`src/rtl/mem_stage_pkg.sv`:
```
// Shared encodings for the MEM pipeline stage: writeback select, access FSM
// states and the EX/MEM pipeline register layout.
package mem_stage_pkg;

  localparam logic [1:0] MTR_ALU  = 2'b00;
  localparam logic [1:0] MTR_MEM  = 2'b01;
  localparam logic [1:0] MTR_PC4  = 2'b10;

  localparam logic [4:0] LINK_REG = 5'd31;

  typedef enum logic {
    IDLE   = 1'b0,
    ACCESS = 1'b1
  } state_t;

  typedef struct packed {
    logic [31:0] alu;
    logic [31:0] wdata;
    logic [31:0] pc4;
    logic [4:0]  rd;
    logic        regwrite;
    logic        memread;
    logic        memwrite;
    logic [1:0]  mtr;
  } exmem_t;

endpackage

```
`src/rtl/dmem_access_fsm.sv`:
```
// Data-memory access sequencer: tracks the outstanding access, counts wait
// states, and produces the stall, timeout abort and bus_error pulse.
module dmem_access_fsm
  import mem_stage_pkg::*;
#(
  parameter int unsigned TIMEOUT = 16
) (
  input  logic clk,
  input  logic reset,
  input  logic i_start,
  input  logic i_ready,
  output logic o_access,
  output logic o_memstall,
  output logic o_abort,
  output logic o_bus_error
);

  localparam logic [7:0] LAST_WAIT = 8'(TIMEOUT - 1);

  state_t     r_state;
  state_t     w_state_nxt;
  logic [7:0] r_wait_cnt;
  logic [7:0] w_wait_nxt;
  logic       r_bus_error;
  logic       w_in_access;
  logic       w_abort;
  logic       w_stall;

  always_comb begin
    w_in_access = (r_state == ACCESS);
    w_abort     = w_in_access && !i_ready && (r_wait_cnt == LAST_WAIT);
    w_stall     = w_in_access && !i_ready && !w_abort;
    w_state_nxt = r_state;
    w_wait_nxt  = r_wait_cnt;
    if (w_stall) begin
      w_wait_nxt = r_wait_cnt + 8'd1;
    end else begin
      // Not stalling means the pipeline register captures this cycle.
      w_wait_nxt  = '0;
      w_state_nxt = i_start ? ACCESS : IDLE;
    end
  end

  always_ff @(posedge clk) begin
    if (!reset) begin
      r_state     <= IDLE;
      r_wait_cnt  <= '0;
      r_bus_error <= 1'b0;
    end else begin
      r_state     <= w_state_nxt;
      r_wait_cnt  <= w_wait_nxt;
      r_bus_error <= w_abort;
    end
  end

  assign o_access    = w_in_access;
  assign o_memstall  = w_stall;
  assign o_abort     = w_abort;
  assign o_bus_error = r_bus_error;

endmodule

```
`src/rtl/mem_stage.sv`:
```
// MEM pipeline stage: EX/MEM and MEM/WB registers, data-memory handshake,
// writeback select, and forwarding/hazard/stall outputs.
module mem_stage
  import mem_stage_pkg::*;
#(
  parameter int unsigned TIMEOUT = 16
) (
  input  logic        clk,
  input  logic        reset,
  input  logic        intterupt,
  input  logic [31:0] ALUoutEX,
  input  logic [31:0] memwritedataEX,
  input  logic [4:0]  regwriteaddrEX,
  input  logic [31:0] PCplus4EX,
  input  logic        RegWriteEX,
  input  logic        MemReadEX,
  input  logic        MemWriteEX,
  input  logic [1:0]  MemtoRegEX,
  input  logic        dmem_ready,
  input  logic [31:0] dmem_rdata,
  output logic        dmem_req,
  output logic        dmem_we,
  output logic [31:0] dmem_addr,
  output logic [31:0] dmem_wdata,
  output logic [31:0] ALUoutMEM,
  output logic [4:0]  regwriteaddrMEM,
  output logic        RegWriteMEM,
  output logic        MemReadMEM,
  output logic        memstall,
  output logic [31:0] regwritedataWB,
  output logic [4:0]  regwriteaddrWB,
  output logic        RegWriteWB,
  output logic        bus_error
);

  exmem_t      r_exmem;
  exmem_t      w_ex_in;
  logic [31:0] r_wb_data;
  logic [4:0]  r_wb_addr;
  logic        r_wb_we;
  logic [31:0] w_wb_data;
  logic        w_start;
  logic        w_access;
  logic        w_memstall;
  logic        w_abort;
  logic        w_bus_error;

  always_comb begin
    w_ex_in = '{alu: ALUoutEX, wdata: memwritedataEX, pc4: PCplus4EX,
                rd: regwriteaddrEX, regwrite: RegWriteEX, memread: MemReadEX,
                memwrite: MemWriteEX, mtr: MemtoRegEX};
    w_start = !intterupt && (MemReadEX || MemWriteEX);
  end

  dmem_access_fsm #(.TIMEOUT(TIMEOUT)) u_fsm (
    .clk         (clk),
    .reset       (reset),
    .i_start     (w_start),
    .i_ready     (dmem_ready),
    .o_access    (w_access),
    .o_memstall  (w_memstall),
    .o_abort     (w_abort),
    .o_bus_error (w_bus_error)
  );

  always_ff @(posedge clk) begin
    if (!reset) begin
      r_exmem <= '0;
    end else if (!w_memstall) begin
      r_exmem <= intterupt ? '0 : w_ex_in;
    end
  end

  always_comb begin
    case (r_exmem.mtr)
      MTR_MEM: w_wb_data = dmem_rdata;
      MTR_PC4: w_wb_data = r_exmem.pc4;
      default: w_wb_data = r_exmem.alu;
    endcase
  end

  always_ff @(posedge clk) begin
    if (!reset || w_memstall) begin
      r_wb_data <= '0;
      r_wb_addr <= '0;
      r_wb_we   <= 1'b0;
    end else begin
      r_wb_data <= w_wb_data;
      r_wb_addr <= r_exmem.rd;
      r_wb_we   <= r_exmem.regwrite && !w_abort;
    end
  end

  // Store wins when both read and write are flagged.
  assign dmem_req        = w_access;
  assign dmem_we         = w_access && r_exmem.memwrite;
  assign dmem_addr       = r_exmem.alu;
  assign dmem_wdata      = r_exmem.wdata;
  assign ALUoutMEM       = r_exmem.alu;
  assign regwriteaddrMEM = r_exmem.rd;
  assign RegWriteMEM     = r_exmem.regwrite;
  assign MemReadMEM      = r_exmem.memread;
  assign memstall        = w_memstall;
  assign regwritedataWB  = r_wb_data;
  assign regwriteaddrWB  = r_wb_addr;
  assign RegWriteWB      = r_wb_we;
  assign bus_error       = w_bus_error;

endmodule

```
`config.mk`:
```
export PLATFORM = sky130hd
export DESIGN_NAME = mem_stage
export DESIGN_NICKNAME = d
export VERILOG_FILES = /design/src/rtl/mem_stage_pkg.sv /design/src/rtl/dmem_access_fsm.sv /design/src/rtl/mem_stage.sv
export SDC_FILE = /design/constraint.sdc
export NUM_CORES = 1
export LEC_CHECK = 0
export BUFFER_PORTS_ARGS = -buffer_cell sky130_fd_sc_hd__buf_2
export CAP_MARGIN = 20
export CORE_MARGIN = 10
export CORE_UTILIZATION = 47
export DETAILED_ROUTE_END_ITERATION = 6
export PLACE_DENSITY_LB_ADDON = 0.2
export SKIP_CTS_REPAIR_TIMING = 1
export SLEW_MARGIN = 30
export SYNTH_ARGS = -nofsm -noshare
export SYNTH_HDL_FRONTEND = slang
export SYNTH_SLANG_ARGS = --single-unit
```
`constraint.sdc`:
```
create_clock -name clk -period 2.02 [get_ports clk]
set_input_delay 0.606 -clock clk [delete_from_list [all_inputs] [get_ports clk]]
set_output_delay 0.606 -clock clk [all_outputs]
set_load 0.005 [all_outputs]
```
==> metrics <==
status=finished with violations; violated checks=negative setup slack; Cells after Synth=560; top post-synthesis cells by area=dfxtp_1, a32o_1, buf_4, a221oi_1, nor2b_1; Min-Delay Path Depth=2; Die X=134 µm; synthesized area per cell=10.9 µm²; Synth Area in XOR/XNOR=0.429%; Clock Latency Late Sink=420 ps; Crit Path Max Fanout=4; Clock Path Buffers=2; startpoint types=flip-flop; R2R depth=4; Starting DRT DRC Count=315; EDFF count, synth=0; DRT Wirelength=18,700 µm; Die ar.=18,000 µm²; Mapped Area=6120 µm²; Slew HR=49.3%; GRT met2 Usage=32.5%; vias in the first global route=5,237; post-synthesis adder-cell area fraction=0.613%; PD cells=943 nW/µm²; most numerous cell in the Yosys netlist=dfxtp_1; Synth warnings=0; die height=134 µm; drt drc=0; Non-Filler Instances=922; setup TNS=-229 ps; Seq pwr share=45.1%; Crit. End Element=output pin; synth cell count leaders=dfxtp_1, a32o_1, buf_4; I/O Buffers=286; Distinct cells, synth=36; fraction of registers with async set/reset=0%; ys flop type=dfxtp_1; Final WS setup=-229 ps; Root Driver=clkbuf_16; type of the most critical hold path=primary input to flip-flop; largest net degree at the start of global routing=67; htree depth=4; routed vias=5,066; First-pass DRT Iterations=6; worst slew pin tran=761 ps; row cnt=41; CTS tree=yes; IO Pins=287; switch share=22.9%; sequential area share after synthesis=50.4%; P_sw=1660 µW; leakage power=0.00349 µW; ratio of cells with drive above 1 in the final layout=46.5%; Starting Density=48.3%; area share of the largest cell type after synthesis=50.4%; gr usage total=19.9%; Synth Area in Simple Gates=8.67%; Final Setup Violations=1; met3 GRT Util=10.2%; Final Cycle Share=111%; Tmin final=2250 ps; DP Cell Count=883; CP Data Arrival Time=1640 ps; wire per inst=20.3 µm; compound-gate portion of the synthesized area=23.0%; Yosys reg bits=154; combinational group share of total power=10.6%; total CTS buffers=17; core area=12,700 µm²; GR peak layer=met2; Setup CP Type=flip-flop to output pin; Internal Power=5590 µW; Via density=5.49; residual overflow from global routing=0; Hold Slack=432 ps; GPL Wtd Cong=0.764; Peak VDD IR=525 µV; final hold viol count=0; Max-Cap Viols=0; CTS clk-pin slew, worst paths=60 ps; Slew Viols, Final=0; Final HPWL DP=13,600 µm; RSZ-0062 raised after global routing=true; Max Clock Freq=445 MHz; mux contribution to synthesized area=0.164%; Antenna Nets Post-Route=0; skew final=10.6 ps; syn_nets=705; CTS Sinks=154; Yosys top cell by area=dfxtp_1; area grow syn2layout=25.7%; required time of the critical path=1410 ps; Clock Power Share=44.3%; M1 GR Usage=21.6%; largest family of logic cells by synthesized area=compound AO/OA/AOI/OAI gates; initial antenna violation count=3; Final nets=878; global-route wire length before repair=28,500 µm
## sequential cells by signal, summed over array words and instances (netlist names)
name,cells
r_exmem,35
regwritedataWB,32
RegWriteWB,1
RegWriteMEM,1
ALUoutMEM,32
dmem_wdata,32
regwriteaddrWB,5
u_fsm.r_wait_cnt,8
u_fsm.o_access,1
MemReadMEM,1
regwriteaddrMEM,5
u_fsm.o_bus_error,1
## power groups by stage
stage	registers, µW	logic (µW)	clock network, µW
2_1_floorplan	3320	478	0
3_3_place_gp	3330	763	0
3_5_place_dp	3330	777	0
4_1_cts	3270	781	3290
5_1_grt	3280	851	3420
6_report	3270	772	3210
## worst paths after layout
check | startpoint | to | slack [ps]
max | u_fsm.r_wait_cnt[7]$_SDFF_PN0_ | memstall | -230
min | PCplus4EX[27] | r_exmem[37]$_SDFFE_PN0N_ | 430
max reg2reg | u_fsm.r_wait_cnt[7]$_SDFF_PN0_ | ALUoutMEM[20]$_SDFFE_PN0N_ | 270
min reg2reg | u_fsm.r_wait_cnt[0]$_SDFF_PN0_ | u_fsm.r_wait_cnt[0]$_SDFF_PN0_ | 450
## cells in the final DEF, fill, tap and decap left out, types with 2 or more instances in the layout
cell type / synthesis / layout
or3_1: 3 / 3
o21ai_0: 4 / 4
and2_1: 7 / 7
a32o_1: 105 / 105
dfxtp_2: 0 / 3
nand3_1: 4 / 3
bufinv_16: 0 / 3
ha_1: 3 / 2
inv_1: 3 / 2
xor2_1: 2 / 2
clkinv_2: 0 / 2
nor3_1: 32 / 32
clkinvlp_4: 0 / 4
a21oi_1: 3 / 3
buf_12: 0 / 9
clkinv_4: 0 / 2
nor2b_1: 32 / 32
clkbuf_16: 0 / 17
clkbuf_1: 35 / 3
dfxtp_1: 154 / 151
a221oi_1: 32 / 32
clkbuf_8: 0 / 2
diode_2: 0 / 4
nand2_1: 3 / 3
buf_4: 101 / 11
nor2_1: 4 / 4
buf_2: 10 / 285
## stage by stage
step	cell area (µm²)	setup WS [ps]	util [%]	power, µW
2_1_floorplan	6120	252	-	3800
3_3_place_gp	7020	139	55.4	4090
3_5_place_dp	7020	109	55.4	4110
4_1_cts	7630	-346	60.2	7340
5_1_grt	7680	-277	60.6	7550
6_report	7690	-229	60.7	7250
## layer usage
layer  vias to the layer above  wire length (µm)  part of all wire, %
met5                         -                 0                    0
met4                         0               274                  1.5
met3                        22              2120                   11
met2                       245              9160                   49
met1                      2416              7180                   38
li1                       2383                 -                    -
## critical path: stages, from the launching register on
cell and delay [ps]:
dfxtp_2 330, or4_4 570, o21bai_4 180, inv_2 50
buf_6 110
## kinds of logic (layout without fill, tap and decap cells)
kind of cell | Yosys count | count (layout)
flops | 154 | 154
simple gates | 93 | 93
mux | 1 | 1
other cells | 0 | 4
compound gates | 150 | 150
fa+ha+maj | 3 | 3
buf+inv | 156 | 342
xor+xnor | 3 | 3
## final cells by class
class	instances	area, µm²
clock buffer	22	464
timing repair buffer	306	1700
multi-input combinational	250	2050
clock inverter	10	143
sequential	154	3090
tap	172	215
fill	1085	4980
antenna	4	10.0
inverter	4	16.3
(Power assumes the default switching activity.)
